<file path="src/rtl/pc_sequencer.sv">
// Program-counter owner and fetch/execute sequencer for the CPU core.
// Fetches over a req/ack handshake, latches the instruction, and selects the next PC on exec_done.
module pc_sequencer #(
    parameter logic [31:0] RESET_ADDR = 32'h0000_0000,
    parameter int          CNT_W      = 32
) (
    input  logic             clk,
    input  logic             rst_n,
    output logic             imem_req,
    output logic [31:0]      imem_addr,
    input  logic             imem_ack,
    input  logic [31:0]      imem_rdata,
    output logic [31:0]      inst,
    output logic             inst_valid,
    output logic [31:0]      pc,
    output logic [31:0]      pc_4,
    input  logic             exec_done,
    input  logic             is_jump,
    input  logic             is_jr,
    input  logic [31:0]      jr_addr,
    input  logic             is_branch,
    input  logic             branch_taken,
    input  logic             halt_req,
    output logic             halted,
    output logic             align_err,
    output logic [CNT_W-1:0] retired_cnt
);

    typedef enum logic [1:0] {
        BOOT  = 2'd0,
        FETCH = 2'd1,
        EXEC  = 2'd2,
        HALT  = 2'd3
    } state_t;

    state_t           state_reg, state_next;
    logic [31:0]      pc_reg, pc_next;
    logic [31:0]      inst_reg, inst_next;
    logic             align_err_reg, align_err_next;
    logic [CNT_W-1:0] retired_cnt_reg, retired_cnt_next;

    logic [31:0]      pc_plus4;
    logic [31:0]      jump_target;
    logic [31:0]      branch_off;
    logic [31:0]      next_pc;

    assign pc_plus4    = pc_reg + 32'd4;
    assign jump_target = {pc_plus4[31:28], inst_reg[25:0], 2'b00};
    assign branch_off  = {{14{inst_reg[15]}}, inst_reg[15:0], 2'b00};

    // Redirect priority: register jump, then region jump, then taken branch.
    always_comb begin
        next_pc = pc_plus4;
        if (is_jr)
            next_pc = jr_addr;
        else if (is_jump)
            next_pc = jump_target;
        else if (is_branch && branch_taken)
            next_pc = pc_plus4 + branch_off;
    end

    always_comb begin
        state_next       = state_reg;
        pc_next          = pc_reg;
        inst_next        = inst_reg;
        align_err_next   = align_err_reg;
        retired_cnt_next = retired_cnt_reg;
        case (state_reg)
            BOOT: state_next = FETCH;
            FETCH: begin
                if (imem_ack) begin
                    inst_next  = imem_rdata;
                    state_next = EXEC;
                end
            end
            EXEC: begin
                if (exec_done) begin
                    pc_next          = next_pc;
                    retired_cnt_next = retired_cnt_reg + CNT_W'(1);
                    // A misaligned target still retires the instruction but stops the core.
                    if (next_pc[1:0] != 2'b00) begin
                        align_err_next = 1'b1;
                        state_next     = HALT;
                    end else if (halt_req) begin
                        state_next = HALT;
                    end else begin
                        state_next = FETCH;
                    end
                end
            end
            HALT: state_next = HALT;
            default: state_next = BOOT;
        endcase
    end

    always_ff @(posedge clk) begin
        if (!rst_n) begin
            state_reg       <= BOOT;
            pc_reg          <= RESET_ADDR;
            inst_reg        <= 32'h0;
            align_err_reg   <= 1'b0;
            retired_cnt_reg <= '0;
        end else begin
            state_reg       <= state_next;
            pc_reg          <= pc_next;
            inst_reg        <= inst_next;
            align_err_reg   <= align_err_next;
            retired_cnt_reg <= retired_cnt_next;
        end
    end

    assign imem_req    = (state_reg == FETCH);
    assign imem_addr   = pc_reg;
    assign inst        = inst_reg;
    assign inst_valid  = (state_reg == EXEC);
    assign pc          = pc_reg;
    assign pc_4        = pc_plus4;
    assign halted      = (state_reg == HALT);
    assign align_err   = align_err_reg;
    assign retired_cnt = retired_cnt_reg;

endmodule

</file>
<file path="config.mk">
export PLATFORM = sky130hd
export DESIGN_NAME = pc_sequencer
export DESIGN_NICKNAME = d
export VERILOG_FILES = /design/src/rtl/pc_sequencer.sv
export SDC_FILE = /design/constraint.sdc
export NUM_CORES = 1
export LEC_CHECK = 0
export ABC_AREA = 1
export BUFFER_PORTS_ARGS = -buffer_cell sky130_fd_sc_hd__buf_2
export CAP_MARGIN = 20
export CORE_MARGIN = 3
export CORE_UTILIZATION = 58
export CTS_CLUSTER_SIZE = 24
export DETAILED_ROUTE_END_ITERATION = 10
export GPL_ROUTABILITY_DRIVEN = 0
export PLACE_DENSITY = 0.93
export SLEW_MARGIN = 20
export SYNTH_ARGS = -nofsm -noshare
export SYNTH_HDL_FRONTEND = slang
export SYNTH_SLANG_ARGS = --single-unit
</file>
<file path="constraint.sdc">
create_clock -name clk -period 4.36 [get_ports clk]
set_input_delay 0.218 -clock clk [delete_from_list [all_inputs] [get_ports clk]]
set_output_delay 0.218 -clock clk [all_outputs]
set_load 0.03 [all_outputs]
</file>
# Word-level counts from Yosys, hierarchy flattened
# Index checks and enable logic that the tools add are counted.
# word_totals
reg_bits	99
out_inout_bits	164
# op_classes
n_addsub	3
eq_ne	5
n_mux	8
n_reduce_logical	7
# op_table
cell	n
$mux 32	3
$add 32x1->32 const B	1
$add 32x3->32 const B	1
$add 32x32->32	1
$mux 2	4
$pmux 2 s4	1
$reduce_and 2->1	3
$eq 2x2->1 const B	2
$ne 2x1->1 const B	2
$reduce_and 3->1	1
$eq 2x1->1 const B	1
$logic_not 2->1	1
$reduce_bool 2->1	1
$logic_and 1x1->1	1

# Logic depth before layout (Yosys ltp)
# Gate-level depths: netlist (run 1).
# depth
depth_word	9
mapped_depth	24

# Worst setup path after synthesis (run 1)
# OpenSTA, ideal clock, no wires.
# synth_path
path_type	register to register
from	reg pc_reg[2] (netlist: imem_addr[2])
to	reg pc_reg[28] (netlist: imem_addr[28])
setup_time_ns	0.132
t_arrival_ns	3.288
t_required_ns	4.228
slack_ns	0.940
path_stages_with_launch	22
period_less_slack_ns	3.420
path_cell_list	dfxtp_1 > ha_1 > inv_1 > nor2_4 > nand3_4 > nor2_1 > xor2_1 > ha_1 > nand2_1 > inv_1 > a21oi_1 > nor2_1 > nor2_1 > nor2_1 > nor2_1 > nand2_1 > nand2_1 > nand2_1 > nand2_1 > nand2_1 > nand2_1 > a21oi_1
# synth_between
elab_chain_cells	5
# synth_rtl
element	line_no	source
start: declaration	37	logic [31:0] pc_reg, pc_next;
start signal: assignment	105	pc_reg <= pc_next;
$add 32x3->32	47	assign pc_plus4 = pc_reg + 32'd4;
named net pc_4[14]	16	output logic [31:0] pc_4,
$add 32x32->32	59	next_pc = pc_plus4 + branch_off;
$mux 32	58	else if (is_branch && branch_taken)
$mux 32	56	else if (is_jump)
$mux 32	54	if (is_jr)
# The timed path passes the listed nets, and every way through them passes these cells.
# A chain may end at the register's enable or synchronous reset.

# Worst setup path in the final report (run 1)
# layout_path
from	reg pc_reg[2] (netlist: imem_addr[2])
to	reg pc_reg[23] (netlist: imem_addr[23])
# layout_between
elab_chain_cells	5
# layout_rtl
element	line_no
$add 32x3->32 *	47
$add 32x32->32	59
$mux 32 *	58
$mux 32 *	56
$mux 32 *	54
# Mark *: on every way between the ends. The rest lies on a longest branch, timed or not.

==> flow_metrics.py, run 1 <==
metrics = {
    "finish": {
        "final_common_cell": "nand2_1",
        "final_util": 0.7008,
        "syn2layout_area_growth_pct": 16.26,
        "regArea_mm2": 0.001982,
        "layout_common_cells": "388 x nand2_1, 236 x buf_2, 192 x nor2_1",
        "antenna_cells": 0,
        "nFillCells": 1180,
        "drive_gt1_frac": 0.1944,
        "multi_input_area_mm2": 0.005076,
        "final_nets": 1666,
        "design_area_mm2": 0.009464,
    },
    "setup_path": {
        "cp.arrival_ns": 3.70,
        "startpoint_type": "register",
        "r2r_end": "imem_addr[23]",
        "crit_path_end_kind": "register",
        "cp_max_fo": 7,
        "cp_data_required_time_ns": 4.56,
        "worstSetupPathType": "reg2reg",
        "reg2reg_slack_ns": 0.86,
        "rr_worst_depth": 20,
        "reg2reg_from": "imem_addr[2]",
    },
    "job": {
        "cap_violations": 0,
    },
    "cts": {
        "root_buffer": "clkbuf_16",
        "post_cts_buffers": 0,
        "htree_levels": 3,
        "insertion_delay_ns": 0.35,
        "cts_tree": "built",
        "numCtsBuffers": 9,
        "ctsHoldBuffers": 0,
        "cts.repair.resized": 0,
        "path_clk_slew_ns": 0.07,
        "cts-root-to-sink-buffers": 2,
        "cts.sinks": 99,
    },
    "routing": {
        "drtPass1Iterations": 6,
        "wl_per_cell_um": 16.17,
        "postRouteWirelength_um": 28050,
        "drt_iter0_markers": 1038,
        "viasPerCell": 5.633,
        "antenna_left": 0,
        "drc": 0,
        "vias": 9773,
    },
    "logic_synthesis": {
        "syn-cell-area_mm2": 0.008140,
        "synth_compound_area_frac": 0.1271,
        "synthAdderAreaFrac": 0.06087,
        "yosys.area_share.simple": 0.3979,
        "synth_nets": 1487,
        "synth_top_family_by_area": "simple AND/OR/NAND/NOR gates",
        "synth_mux_area_frac": 0,
        "ys_ff_latch": 99,
        "synth_edf_count": 0,
        "ys.flop_type": "dfxtp_1",
        "synth_xor_area_frac": 0.03766,
        "yosys.area.top_type": "dfxtp_1",
        "synth_area_per_cell_um2": 5.920,
        "synthCells": 1375,
        "yosysTopAreaCellShare": 0.2435,
        "synthArstFlopShare": 0,
        "netlist_top_cells_area": "dfxtp_1 24%, nand2_1 18%, nor2_1 8.9%",
        "ys_warn_count": 0,
        "yosysUniqueCellTypes": 45,
        "ys_seq_area_frac": 0.2435,
    },
    "timing": {
        "hold_viol_final": 0,
        "relSlewSlack": 0.3433,
        "period_needed_ns": 3.499,
        "slew_viol_final": 0,
        "finalClockSkew_ns": 0.01426,
        "period_share": 0.8026,
        "setup_viol": 0,
        "fin_ws_ns": 0.8609,
        "tightest_slew_ns": 0.9839,
        "grt_setup_unrepaired": "false",
        "fmax_ghz": 0.2858,
        "setup_tns_ns": 0,
    },
    "worst_hold_path": {
        "holdPathEnd": "inst[7]",
        "worstHoldPathType": "in2reg",
        "whs_path_depth": 3,
        "hold_start": "imem_rdata[7]",
    },
    "placement": {
        "port-buffer-count": 236,
        "dp_slack_ns": 1.008,
        "dp_hpwl_um": 22020,
        "placed_area_mm2": 0.009181,
    },
    "global_routing": {
        "grt_first_pass_wirelength_um": 44380,
        "grt_max_degree": 60,
        "grt_usage": 0.3455,
        "antenna_found_initial": 1,
        "grt_pass1_vias": 8814,
        "overflow": 0,
    },
    "pwr": {
        "vdd_drop_max_mv": 0.2003,
        "power.density_mw_per_mm2": 240.4,
        "p_leak_nw": 4.986,
    },
    "die": {
        "start_util": 0.6027,
        "dieArea_mm2": 0.01549,
        "core_mm2": 0.01351,
        "die_h_um": 124.5,
        "rows": 42,
        "boundaryPins": 237,
        "die_x_um": 124.5,
    },
    "run_status": {
        "outcome": "complete, no violations",
    },
}
==> area by class of cell <==
cell class	count	share of cell area
Inverter	180	0.07152
Sequential cell	99	0.2094
Clock buffer	13	0.02750
Tap cell	176	0.02327
Multi-Input combinational cell	1022	0.5364
Clock inverter	3	0.002380
Timing Repair Buffer	242	0.1296
==> cells in the mapped netlist (2+ instances only) <==
cell type / n
nor3_2: 2
o21a_1: 2
nand3_1: 79
clkinv_1: 5
inv_1: 165
or2_1: 2
nor4_1: 6
o21ai_0: 55
o21ai_1: 15
dfxtp_1: 99
nand3b_1: 2
nand2_2: 7
o21bai_1: 4
nor3_1: 25
nand3_4: 2
nor2_1: 192
nor2_2: 8
nand3_2: 4
o221ai_1: 2
a21oi_1: 99
clkbuf_1: 39
o211ai_1: 11
nand2_1: 388
inv_2: 9
nor3b_1: 3
or2_2: 3
nand4_1: 15
and2_1: 6
ha_1: 38
a31oi_1: 2
xor2_1: 28
xnor2_1: 7
buf_4: 34
nor2_4: 6
==> how the worst max path moves through the flow <==
stage	depth (start not counted)	slack [ns]	to	startpoint
final	20	0.86	imem_addr[23]	imem_addr[2]
after global routing	20	0.54	imem_addr[23]	imem_addr[2]
after CTS	20	0.97	imem_addr[23]	imem_addr[2]
after detailed placement	20	1.01	imem_addr[23]	imem_addr[2]
after global placement	21	1.04	imem_addr[27]	imem_addr[6]
after floorplan	21	0.94	imem_addr[28]	imem_addr[2]
==> critical path, cell delays in order (launching register included) <==
cell and delay, ns:
dfxtp_1 0.50, ha_1 0.22, nand4_2 0.19, nor2_2 0.27, nand2_1 0.10, xor2_1 0.27
inv_1 0.10, ha_1 0.42, nand2_1 0.16, nor2_1 0.22, nand2_1 0.12, inv_1 0.09
nand3_1 0.11, nand3_1 0.11, nand2_1 0.05, nand3_1 0.08, nand2_1 0.08, nand2_1 0.06
nand2_1 0.05, nand2_1 0.08, a21oi_1 0.06
==> per-stage QoR <==
stage | instances | hold WS [ns] | total power [mW]
after detailed placement | 1719 | 0.4445 | 1.519
after global placement | 1719 | 0.4394 | 1.509
after global routing | 1735 | 0.1032 | 2.357
after floorplan | 1375 | 0.3529 | 1.351
final | 1735 | 0.09320 | 2.275
after CTS | 1735 | 0.09164 | 2.266
==> power by group <==
group,switching (mW),internal [mW]
Clock,0.343,0.420
Sequential,0.0562,0.940
Combinational,0.359,0.157
==> kinds of logic (layout without fill, tap and decap cells) <==
| family | count (synthesis) | after routing |
|---|---|---|
| DFF | 99 | 99 |
| AOI/OAI and AO/OA | 194 | 194 |
| and+or+nand+nor | 754 | 754 |
| adders and majority gates | 39 | 39 |
| xor gates and xnor gates | 35 | 35 |
| buffers and inverters | 254 | 438 |
==> metal layers <==
metal / part of all wire / GRT usage
met2: 0.45 / 0.5601
met1: 0.38 / 0.4425
met5: 0.00046 / 0
met4: 0.048 / 0.1457
met3: 0.12 / 0.07719
Power figures use the tool's default switching activity.
==> run 2, diff against run 1 <==
--- a/config.mk
+++ b/config.mk
@@ -5,15 +5,15 @@
 export SDC_FILE = /design/constraint.sdc
 export NUM_CORES = 1
 export LEC_CHECK = 0
-export ABC_AREA = 1
+export ABC_AREA = 0
 export BUFFER_PORTS_ARGS = -buffer_cell sky130_fd_sc_hd__buf_2
 export CAP_MARGIN = 20
 export CORE_MARGIN = 3
-export CORE_UTILIZATION = 58
+export CORE_UTILIZATION = 47
 export CTS_CLUSTER_SIZE = 24
 export DETAILED_ROUTE_END_ITERATION = 10
 export GPL_ROUTABILITY_DRIVEN = 0
-export PLACE_DENSITY = 0.93
+export PLACE_DENSITY = 0.83
 export SLEW_MARGIN = 20
 export SYNTH_ARGS = -nofsm -noshare
 export SYNTH_HDL_FRONTEND = slang
==> constraint.sdc (replaced) <==
create_clock -name clk -period 3.2 [get_ports clk]
set_input_delay 0.16 -clock clk [delete_from_list [all_inputs] [get_ports clk]]
set_output_delay 0.16 -clock clk [all_outputs]
set_load 0.03 [all_outputs]
==> run 2 against run 1 <==
Effect of this change: the run now ends with setup timing left; largest cell class unchanged; register-to-register slack got worse by 1.2 ns; global-route usage decreased by 3.1 points; synthesized area shrank 13%; critical endpoint is now imem_addr[22]; via count down 8.8%; die area up 6.7%; maximum frequency fell by 1.1%; sequential power increased by 31%.
==> flow_metrics.py, run 2 <==
metrics = {
    "run_status": {
        "outcome": "finished with violations",
        "violations": "setup timing",
    },
    "timing": {
        "grt_setup_unrepaired": "true",
        "setup_tns_ns": -2.454,
        "fin_ws_ns": -0.3398,
        "slew_viol_final": 0,
        "finalClockSkew_ns": 0.01675,
        "hold_slack_ns": 0.02615,
        "period_share": 1.106,
        "setup_viol": 14,
        "tightest_slew_ns": 0.8354,
        "fmax_ghz": 0.2825,
        "hold_viol_final": 0,
        "period_needed_ns": 3.540,
        "relSlewSlack": 0.4431,
    },
    "die": {
        "dieArea_mm2": 0.01653,
        "start_util": 0.4839,
        "rows": 44,
        "die_h_um": 128.6,
        "die_x_um": 128.6,
        "core_mm2": 0.01459,
        "boundaryPins": 237,
    },
    "logic_synthesis": {
        "syn-cell-area_mm2": 0.007059,
        "ys.flop_type": "dfxtp_1",
        "yosysTopAreaCellShare": 0.2808,
        "synth_nets": 1047,
        "ys_top_cells_by_count": "145 x nand2_1, 100 x a21oi_1, 99 x dfxtp_1, 84 x nor2_1, 53 x o21ai_0",
        "yosys.area.top_type": "dfxtp_1",
        "yosysUniqueCellTypes": 78,
        "synth_most_common_cell": "nand2_1",
        "synthCells": 935,
        "synth_edf_count": 0,
        "ys_warn_count": 0,
        "synthArstFlopShare": 0,
        "synth_area_per_cell_um2": 7.550,
        "netlist_top_cells_area": "dfxtp_1 28%, nand2_1 7.7%, a21oi_1 7.1%",
        "ys_seq_area_frac": 0.2808,
        "ys_ff_latch": 99,
    },
    "routing": {
        "drc": 0,
        "vias": 8911,
        "drt_iter0_markers": 963,
        "antenna_left": 0,
        "viasPerCell": 6.116,
        "drtPass1Iterations": 7,
        "wl_per_cell_um": 20.08,
        "postRouteWirelength_um": 29250,
    },
    "setup_path": {
        "cp_max_fo": 3,
        "critical_path.cell_chain": "and4_4, and4_4, nand3_4, nor2_4, buf_4, xor2_2, ha_1, a21o_1, buf_4, a21o_1, a21oi_2, o21ai_1, buf_4, xor2_1, nand2_1, a311o_1, a21oi_2",
        "cp_slowest_cell": "a311o_1",
        "cp_data_required_time_ns": 3.51,
        "critPathMostFrequentCell": "buf_4",
        "max_stage_delay_ns": 0.40,
        "crit_path_end_kind": "register",
        "cp.arrival_ns": 3.85,
        "startpoint_type": "register",
        "worstSetupPathType": "reg2reg",
    },
    "cts": {
        "numCtsBuffers": 9,
        "path_clk_slew_ns": 0.08,
        "ctsHoldBuffers": 0,
        "cts_tree": "built",
        "insertion_delay_ns": 0.37,
        "cts.sinks": 99,
        "cts-root-to-sink-buffers": 2,
        "htree_levels": 3,
        "root_buffer": "clkbuf_16",
    },
    "finish": {
        "drive_gt1_frac": 0.4288,
        "final_util": 0.7099,
        "syn2layout_area_growth_pct": 46.70,
        "nFillCells": 1082,
        "final_nets": 1378,
        "final_common_cell": "buf_2",
        "layout_common_cells": "236 x buf_2, 158 x buf_4, 140 x nand2_1",
        "instances_no_fill": 1457,
    },
    "pwr": {
        "pwr-share-seq": 0.410,
        "power.density_mw_per_mm2": 306.8,
        "vdd_drop_max_mv": 0.2732,
        "p_clk_frac": 0.359,
        "p_sw_mw": 1.069,
        "switching_share": 0.3365,
        "p_leak_nw": 5.114,
        "power_frac_comb": 0.231,
        "p_int_mw": 2.108,
    },
    "global_routing": {
        "grt_usage": 0.3148,
        "antenna_found_initial": 3,
        "grt_first_pass_wirelength_um": 41430,
        "grt_max_degree": 43,
        "grt_pass1_vias": 8051,
        "overflow": 0,
    },
    "placement": {
        "dp.cells": 1422,
        "port-buffer-count": 236,
        "dp_hpwl_um": 19860,
    },
    "job": {
        "cap_violations": 0,
    },
    "worst_hold_path": {
        "worstHoldPathType": "in2reg",
    },
}
==> run 2: cell types whose count changed after synthesis, moves of 12 or more <==
cell     change
a21o_1      +22
and3_1      +22
inv_1      -153
nand2_1    -243
nand3_1     -42
nor2_1     -108
nor3_1      -14
o21ai_1     -14
or3_1       +14
xnor2_1     +22
xor2_1      +12
==> run 2: per-layer routing <==
metal	vias up	global-route usage	part of all wire
met5	-	0	0.00048
met4	4	0.1427	0.059
met3	174	0.09008	0.12
met2	670	0.5075	0.45
met1	4089	0.3911	0.36
li1	3974	-	-
==> run 2: critical path, delay by kind of cell, from the launching register on <==
family          cells  cell delay [ns]
buf+inv             3             0.42
simple gates        5             0.83
fa+ha+maj           1             0.29
flops               1             0.35
compound gates      6             1.22
xor+xnor            2             0.36
==> run 2: cells by family after synthesis <==
group,Yosys count,synth area share
AOI/OAI and AO/OA,261,0.2320
xor gates and xnor gates,70,0.08791
adders and majority gates,39,0.07019
buffers and inverters,96,0.07603
DFF,99,0.2808
muxes,2,0.002836
and+or+nand+nor,368,0.2503
==> run 2: layout make-up <==
type / count / area [um^2] / area share
multi-input cells: 740 / 5273 / 0.5091
repair buffers: 401 / 2464 / 0.2379
diodes: 2 / 5.005 / 0.0004833
clock buffers: 10 / 239.0 / 0.02308
flip-flops and latches: 99 / 2024 / 0.1955
clock inverters: 6 / 65.06 / 0.006282
well taps: 184 / 230.2 / 0.02223
inverters: 15 / 56.30 / 0.005437
==> run 2: stage by stage <==
step | worst slack [ns] | area [um^2] | power (mW)
floorplan | -0.3839 | 7425 | 1.737
global placement | -0.1317 | 9458 | 1.981
detailed placement | -0.2070 | 9458 | 1.996
CTS | -0.1173 | 9987 | 3.136
global route | -0.4593 | 10350 | 3.278
finish | -0.3398 | 10360 | 3.177
==> run 2: power by group through the flow <==
stage | Sequential (mW) | Combinational, mW | Clock [mW]
finish | 1.30 | 0.735 | 1.14
global route | 1.31 | 0.777 | 1.19
CTS | 1.30 | 0.686 | 1.15
detailed placement | 1.33 | 0.669 | 0
global placement | 1.33 | 0.656 | 0
floorplan | 1.40 | 0.340 | 0
==> run 2: path summary, 6_finish.rpt <==
path                                      from            end  slack, ns  depth (start not counted)
worst max-delay path             imem_addr[11]  imem_addr[22]      -0.34                         17
worst min-delay path            imem_rdata[26]       inst[26]       0.03                          3
worst max register to register   imem_addr[11]  imem_addr[22]      -0.34                         17
worst min register to register        inst[30]       inst[30]       0.45                          2
==> run 2: what timing repair did <==
item	in CTS	in global routing
gates resized for setup	32	52
setup endpoints to repair	15	22
pin swaps	24	30
setup buffers	6	11
